### src/rtl/sv39_pte_mapper_pkg.sv
// Shared Sv39 definitions: PTE layout, level encodings, satp mode and mapper error codes.
// Usable by both the page-table mapper and the address translator.
package sv39_pte_mapper_pkg;

  localparam logic [3:0] SatpModeSv39 = 4'd8;

  localparam logic [1:0] Lvl2M  = 2'd1;
  localparam logic [1:0] Lvl1G  = 2'd2;
  localparam logic [1:0] LvlBad = 2'd3;

  localparam int unsigned PteV = 0;
  localparam int unsigned PteR = 1;
  localparam int unsigned PteX = 3;

  localparam logic [2:0] ErrOk        = 3'd0;
  localparam logic [2:0] ErrBare      = 3'd1;
  localparam logic [2:0] ErrLevel     = 3'd2;
  localparam logic [2:0] ErrMisalign  = 3'd3;
  localparam logic [2:0] ErrExists    = 3'd4;
  localparam logic [2:0] ErrSuperpage = 3'd5;
  localparam logic [2:0] ErrOom       = 3'd6;

  typedef struct packed {
    logic [9:0]  reserved;
    logic [43:0] ppn;
    logic [1:0]  rsw;
    logic        d;
    logic        a;
    logic        g;
    logic        u;
    logic        x;
    logic        w;
    logic        r;
    logic        v;
  } pte_t;

  typedef enum logic [2:0] {StIdle, StCheck, StRd, StZero, StLink, StLeaf, StFin} state_e;

  // vpn holds va[38:12]; returns the 9-bit index used at the given level
  function automatic logic [8:0] vpn_sel(input logic [26:0] vpn, input logic [1:0] lvl);
    case (lvl)
      Lvl1G:   vpn_sel = vpn[26:18];
      Lvl2M:   vpn_sel = vpn[17:9];
      default: vpn_sel = vpn[8:0];
    endcase
  endfunction

endpackage

### src/rtl/sv39_pte_mapper.sv
// Sv39 page-table writer: walks from the satp root, allocates and zero-fills missing
// tables from a free-page pool, links them and writes the requested leaf PTE.
module sv39_pte_mapper
  import sv39_pte_mapper_pkg::*;
#(
  parameter bit ZERO_FILL = 1'b1,
  parameter bit SET_AD    = 1'b1
) (
  input  logic        clk,
  input  logic        rst,
  input  logic [63:0] satp,
  input  logic        pool_load,
  input  logic [43:0] pool_base,
  input  logic [43:0] pool_limit,
  input  logic        req_valid,
  output logic        req_ready,
  input  logic [63:0] req_vaddr,
  input  logic [63:0] req_paddr,
  input  logic [1:0]  req_level,
  input  logic [7:0]  req_flags,
  output logic        mem_req,
  output logic        mem_we,
  output logic [63:0] mem_addr,
  output logic [63:0] mem_wdata,
  input  logic [63:0] mem_rdata,
  input  logic        mem_ack,
  output logic        done,
  output logic        err,
  output logic [2:0]  err_code,
  output logic [43:0] next_free
);

  state_e      state_q, state_d;
  logic [3:0]  mode_q, mode_d;
  logic [26:0] vpn_q, vpn_d;
  logic [43:0] ppn_q, ppn_d;
  logic [1:0]  level_q, level_d;
  logic [7:0]  flags_q, flags_d;
  logic [1:0]  lvl_q, lvl_d;
  logic [43:0] tbl_q, tbl_d;
  logic [43:0] new_q, new_d;
  logic [43:0] next_free_q, next_free_d;
  logic [43:0] limit_q, limit_d;
  logic [8:0]  cnt_q, cnt_d;
  logic [2:0]  code_q, code_d;
  logic        mem_req_q, mem_req_d;
  logic        mem_we_q, mem_we_d;
  logic [63:0] mem_addr_q, mem_addr_d;
  logic [63:0] mem_wdata_q, mem_wdata_d;
  logic        done_q, done_d;
  logic        err_q, err_d;
  logic [2:0]  err_code_q, err_code_d;

  logic [63:0] pte_addr;
  logic        rd_v, rd_leaf;
  pte_t        leaf_pte, link_pte;

  assign pte_addr = {8'b0, tbl_q, vpn_sel(vpn_q, lvl_q), 3'b000};
  assign rd_v     = mem_rdata[PteV];
  assign rd_leaf  = mem_rdata[PteR] | mem_rdata[PteX];

  always_comb begin
    leaf_pte     = '0;
    leaf_pte.ppn = ppn_q;
    if (level_q == Lvl2M) leaf_pte.ppn[8:0] = '0;
    if (level_q == Lvl1G) leaf_pte.ppn[17:0] = '0;
    {leaf_pte.d, leaf_pte.a} = SET_AD ? 2'b11 : flags_q[7:6];
    {leaf_pte.g, leaf_pte.u, leaf_pte.x, leaf_pte.w, leaf_pte.r} = flags_q[5:1];
    leaf_pte.v   = 1'b1;
    link_pte     = '0;
    link_pte.ppn = new_q;
    link_pte.v   = 1'b1;
  end

  always_comb begin
    state_d     = state_q;
    mode_d      = mode_q;
    vpn_d       = vpn_q;
    ppn_d       = ppn_q;
    level_d     = level_q;
    flags_d     = flags_q;
    lvl_d       = lvl_q;
    tbl_d       = tbl_q;
    new_d       = new_q;
    next_free_d = next_free_q;
    limit_d     = limit_q;
    cnt_d       = cnt_q;
    code_d      = code_q;
    mem_req_d   = mem_req_q;
    mem_we_d    = mem_we_q;
    mem_addr_d  = mem_addr_q;
    mem_wdata_d = mem_wdata_q;
    done_d      = 1'b0;
    err_d       = err_q;
    err_code_d  = err_code_q;

    unique case (state_q)
      StIdle: begin
        // Pool load takes effect before a same-cycle request is walked
        if (pool_load) begin
          next_free_d = pool_base;
          limit_d     = pool_limit;
        end
        if (req_valid) begin
          mode_d     = satp[63:60];
          tbl_d      = satp[43:0];
          vpn_d      = req_vaddr[38:12];
          ppn_d      = req_paddr[55:12];
          level_d    = req_level;
          flags_d    = req_flags;
          lvl_d      = Lvl1G;
          code_d     = ErrOk;
          err_d      = 1'b0;
          err_code_d = ErrOk;
          state_d    = StCheck;
        end
      end
      StCheck: begin
        state_d = StFin;
        if (mode_q != SatpModeSv39) begin
          code_d = ErrBare;
        end else if (level_q == LvlBad) begin
          code_d = ErrLevel;
        end else if ((level_q == Lvl2M && ppn_q[8:0] != '0) ||
                     (level_q == Lvl1G && ppn_q[17:0] != '0)) begin
          code_d = ErrMisalign;
        end else begin
          state_d = StRd;
        end
      end
      StRd: begin
        if (!mem_req_q) begin
          mem_req_d   = 1'b1;
          mem_we_d    = 1'b0;
          mem_addr_d  = pte_addr;
          mem_wdata_d = '0;
        end else if (mem_ack) begin
          mem_req_d = 1'b0;
          if (lvl_q == level_q) begin
            if (rd_v) begin
              code_d  = ErrExists;
              state_d = StFin;
            end else begin
              state_d = StLeaf;
            end
          end else if (rd_v && rd_leaf) begin
            code_d  = ErrSuperpage;
            state_d = StFin;
          end else if (rd_v) begin
            tbl_d = mem_rdata[53:10];
            lvl_d = lvl_q - 2'd1;
          end else if (next_free_q == limit_q) begin
            code_d  = ErrOom;
            state_d = StFin;
          end else begin
            new_d   = next_free_q;
            cnt_d   = '0;
            state_d = ZERO_FILL ? StZero : StLink;
          end
        end
      end
      StZero: begin
        if (!mem_req_q) begin
          mem_req_d   = 1'b1;
          mem_we_d    = 1'b1;
          mem_addr_d  = {8'b0, new_q, cnt_q, 3'b000};
          mem_wdata_d = '0;
        end else if (mem_ack) begin
          mem_req_d = 1'b0;
          cnt_d     = cnt_q + 9'd1;
          if (cnt_q == 9'd511) state_d = StLink;
        end
      end
      StLink: begin
        if (!mem_req_q) begin
          mem_req_d   = 1'b1;
          mem_we_d    = 1'b1;
          mem_addr_d  = pte_addr;
          mem_wdata_d = link_pte;
        end else if (mem_ack) begin
          // The page is consumed only once it is linked, so an aborted walk leaks nothing
          mem_req_d   = 1'b0;
          next_free_d = next_free_q + 44'd1;
          tbl_d       = new_q;
          lvl_d       = lvl_q - 2'd1;
          state_d     = StRd;
        end
      end
      StLeaf: begin
        if (!mem_req_q) begin
          mem_req_d   = 1'b1;
          mem_we_d    = 1'b1;
          mem_addr_d  = pte_addr;
          mem_wdata_d = leaf_pte;
        end else if (mem_ack) begin
          mem_req_d = 1'b0;
          state_d   = StFin;
        end
      end
      StFin: begin
        done_d     = 1'b1;
        err_d      = (code_q != ErrOk);
        err_code_d = code_q;
        state_d    = StIdle;
      end
      default: state_d = StIdle;
    endcase
  end

  always_ff @(posedge clk or posedge rst) begin
    if (rst) begin
      state_q     <= StIdle;
      mode_q      <= '0;
      vpn_q       <= '0;
      ppn_q       <= '0;
      level_q     <= '0;
      flags_q     <= '0;
      lvl_q       <= '0;
      tbl_q       <= '0;
      new_q       <= '0;
      next_free_q <= '0;
      limit_q     <= '0;
      cnt_q       <= '0;
      code_q      <= ErrOk;
      mem_req_q   <= 1'b0;
      mem_we_q    <= 1'b0;
      mem_addr_q  <= '0;
      mem_wdata_q <= '0;
      done_q      <= 1'b0;
      err_q       <= 1'b0;
      err_code_q  <= ErrOk;
    end else begin
      state_q     <= state_d;
      mode_q      <= mode_d;
      vpn_q       <= vpn_d;
      ppn_q       <= ppn_d;
      level_q     <= level_d;
      flags_q     <= flags_d;
      lvl_q       <= lvl_d;
      tbl_q       <= tbl_d;
      new_q       <= new_d;
      next_free_q <= next_free_d;
      limit_q     <= limit_d;
      cnt_q       <= cnt_d;
      code_q      <= code_d;
      mem_req_q   <= mem_req_d;
      mem_we_q    <= mem_we_d;
      mem_addr_q  <= mem_addr_d;
      mem_wdata_q <= mem_wdata_d;
      done_q      <= done_d;
      err_q       <= err_d;
      err_code_q  <= err_code_d;
    end
  end

  assign req_ready = (state_q == StIdle);
  assign mem_req   = mem_req_q;
  assign mem_we    = mem_we_q;
  assign mem_addr  = mem_addr_q;
  assign mem_wdata = mem_wdata_q;
  assign done      = done_q;
  assign err       = err_q;
  assign err_code  = err_code_q;
  assign next_free = next_free_q;

  logic unused_bits;
  assign unused_bits = ^{satp[59:44], req_vaddr[63:39], req_vaddr[11:0], req_paddr[63:56],
                         req_paddr[11:0], mem_rdata[63:54], mem_rdata[9:4], mem_rdata[2]};

endmodule
### config.mk
export PLATFORM = sky130hd
export DESIGN_NAME = sv39_pte_mapper
export DESIGN_NICKNAME = d
export VERILOG_FILES = /design/src/rtl/sv39_pte_mapper_pkg.sv /design/src/rtl/sv39_pte_mapper.sv
export SDC_FILE = /design/constraint.sdc
export NUM_CORES = 1
export LEC_CHECK = 0
export ABC_AREA = 1
export CORE_ASPECT_RATIO = 0.5
export CORE_UTILIZATION = 40
export CTS_CLUSTER_DIAMETER = 60
export CTS_CLUSTER_SIZE = 14
export DETAILED_ROUTE_END_ITERATION = 7
export HOLD_SLACK_MARGIN = 0.05
export PLACE_DENSITY_LB_ADDON = 0.08
export SYNTH_ARGS = -nofsm -noshare
export SYNTH_HDL_FRONTEND = slang
export SYNTH_SLANG_ARGS = --single-unit
### constraint.sdc
create_clock -name clk -period 16.3 [get_ports clk]
set_input_delay 2.445 -clock clk [delete_from_list [all_inputs] [get_ports clk]]
set_output_delay 2.445 -clock clk [all_outputs]
set_load 0.02 [all_outputs]
==> run metrics <==
status=finished, final reports clean; die area=~48000 um2; CP delay by family, top=buffers and inverters; initial antenna violation count=3; Initial Util=0.411; Total GRT Usage=0.258; vias post-DR=~17000; cell taking the most area after synthesis=dfrtp_1; CTS Buffer Depth=3; Pwr Total=4.81 mW; final worst path period share=0.325; Final Net Count=3029; pwr/cell area=between 150 and 200 nW/um2; vias per cell=slightly above 5; area of the core=45700 um2; delay of the slowest critical-path stage=1.11 ns; Compound-Gate Fraction of Synth Area=0.153; CTS tree=built; FMAX=0.189 GHz; Hold Path Class=register to register; fin. max-slew vios=0; post-synth top area share=0.515; slew margin rel.=0.254; number of H-tree levels=1; commonest non-fill, non-tap cells in the layout=465 x nand2_1, 422 x clkdlybuf4s50_1, 386 x dfrtp_1; Clock Root Buffer=clkbuf_16; worst-case vdd ir drop=0.147 mV; clock sink total=~390; WL final=about 62000 um; post-CTS setup buffers=0; Crit-path slowest cell=inv_1; Post-synth ARST share=1.00; vias in the first global route=16000; 1st-iter DRT viols=1503; FF+latch count, synth=386; Seq/Total Area, Yosys=0.515; GPL Wtd Cong=roughly 0.90; Synth Area in Simple Gates=0.202; Final Critical Period=5.30 ns; Worst-path clk slew=roughly 0.070 ns; CP startpoint kind=input pin; Critical Path RT=between 15 and 20 ns; Lkg Pwr=~11 nW; wire per inst=about 19 um; largest family of logic cells by synthesized area=simple AND/OR/NAND/NOR gates; mux share of post-synthesis cell area=0.0216; crit end category=register; ANT nets after route=0; CTS buffer count=31; layout cell share with drive strength beyond 1=0.0405; Area Growth Syn to Fin=28.6%; Die Y=roughly 160 um; Yosys cell types=40; Pre-Repair DR Iteration Count=5; Setup TNS=0 ns; Mean Syn Cell Area=8.10 um2; critical path arrival=5.78 ns; number of synthesized flops with an enable pin=0; synth warn=0; Final HPWL DP=between 40000 and 50000 um; cells along the critical path=clkdlybuf4s50_1 > nand2_2 > buf_4 > nand2_2 > inv_1 > nor2_1 > a22oi_1 > inv_1; Post-Syn Instances=2316; Setup Skew=~0.013 ns; Post-Synth XOR/XNOR Area=0.0243; DRC Markers=0; first-pass GRT wire length=between 90000 and 100000 um; # setup viols final=0; adder-cell share of the synthesized area=0.00333; worst slew pin tran=1.12 ns; top post-synthesis cells by area=dfrtp_1 51%, nand2_1 9.4%, nor2_1 7.2%, a21oi_1 6.9%, o21ai_0 4.3%; Die X=308 um; commonest non-fill, non-tap cell in the layout=nand2_1; total of max-cap violations=0; CP bufs+invs=4; prevailing post-synth register cell=dfrtp_1; critical path class=input pin to register; final hold vios=0; unrepaired setup endpoints after global routing=no; Post-CTS Hold Buffers=0; worst-skew pair later-pin latency=slightly below 0.6 ns; total congestion overflow=0; Worst Path Max Fanout=59; Post-Syn Area=18800 um2; pin count of the biggest net entering global routing=118; post-CTS sizing=0; IO Count=539; row cnt=55; PortBufs=between 400 and 500
worst reg2reg max path, cell delays in order (launching register included):
cell and delay, ns:
dfrtp_1 0.45, nor2_1 0.11, nand2_2 0.06, buf_4 0.61, inv_2 0.35, nand2_1 0.28
nand2_2 0.62, inv_1 1.12, nor2_1 0.10, a22oi_1 0.20, inv_1 0.06
flip-flops by register name, summed over array words and instances (netlist names), 27 cells and up:
signal,flops
mem_addr,53
mem_wdata,51
limit_q,44
new_q,44
next_free,44
ppn_q,44
tbl_q,44
vpn_q,27
synthesized netlist by cell type, drive strengths merged (3+ instances only):
cell      n
ha        5
clkbuf   72
nand2   471
a221oi   28
buf      71
nor4      4
xnor2    37
mux2     36
xor2     15
a22oi    14
clkinv    3
o22ai    21
a32oi     6
nor2    365
dfrtp   386
a21oi   259
inv     214
nand3    63
o21ai   188
nand4    19
nor3     22
a31oi     5
power breakdown:
part	total, mW	internal [mW]	switching [mW]
combinational	2.35	0.891	1.46
clock	0.692	0.341	0.352
sequential	1.77	1.40	0.370
total	4.81	2.63	2.18
logic make-up (layout without fill, tap and decap cells):
kind of cell / count (synthesis) / after routing
compound gates: 528 / 528
buf+inv: 360 / 689
other cells: 1 / 26
xor+xnor: 52 / 52
mux: 36 / 36
flops: 386 / 386
simple gates: 948 / 948
fa+ha+maj: 5 / 5
layout make-up:
class                           count  area [um2]
Sequential cell                   386        9660
Fill cell                        4543       21600
Clock buffer                       33         793
Inverter                          217         822
Timing Repair Buffer              437        4340
Multi-Input combinational cell   1592        7710
Antenna cell                        3        7.51
Tap cell                          627         785
Clock inverter                      2        13.8
stage by stage:
step	instances	cell area, um2	hold WS [ns]	setup WS [ns]	util
after floorplan	2338	18800	0.442	3.13	-
after global placement	3259	23300	0.459	10.39	0.510
after detailed placement	3259	23300	0.458	10.38	0.510
after CTS	3294	24100	0.475	10.99	0.528
after global routing	3297	24100	0.498	10.66	0.528
final	3297	24100	0.470	11.00	0.528
layer usage:
| layer | GRT usage | part of all wire |
|---|---|---|
| met2 | 0.402 | 0.45 |
| met4 | 0.0699 | 0.029 |
| met3 | 0.0433 | 0.061 |
| met5 | 0 | 0 |
| met1 | 0.372 | 0.46 |
path summary, 6_finish.rpt:
path / start / to / slack, ns / cells after the start
min in group asynchronous: rst / limit_q[12] / 2.40 / 2
worst min-delay path: code_q[1] / code_q[1] / 0.47 / 2
worst max register to register: state_q[1] / next_free[12] / 12.23 / 10
worst max-delay path: pool_load / next_free[12] / 11.00 / 8
max in group asynchronous: rst / vpn_q[20] / 11.56 / 4
worst min register to register: code_q[1] / code_q[1] / 0.47 / 2
Note: power is estimated with default switching activity, not from simulation.
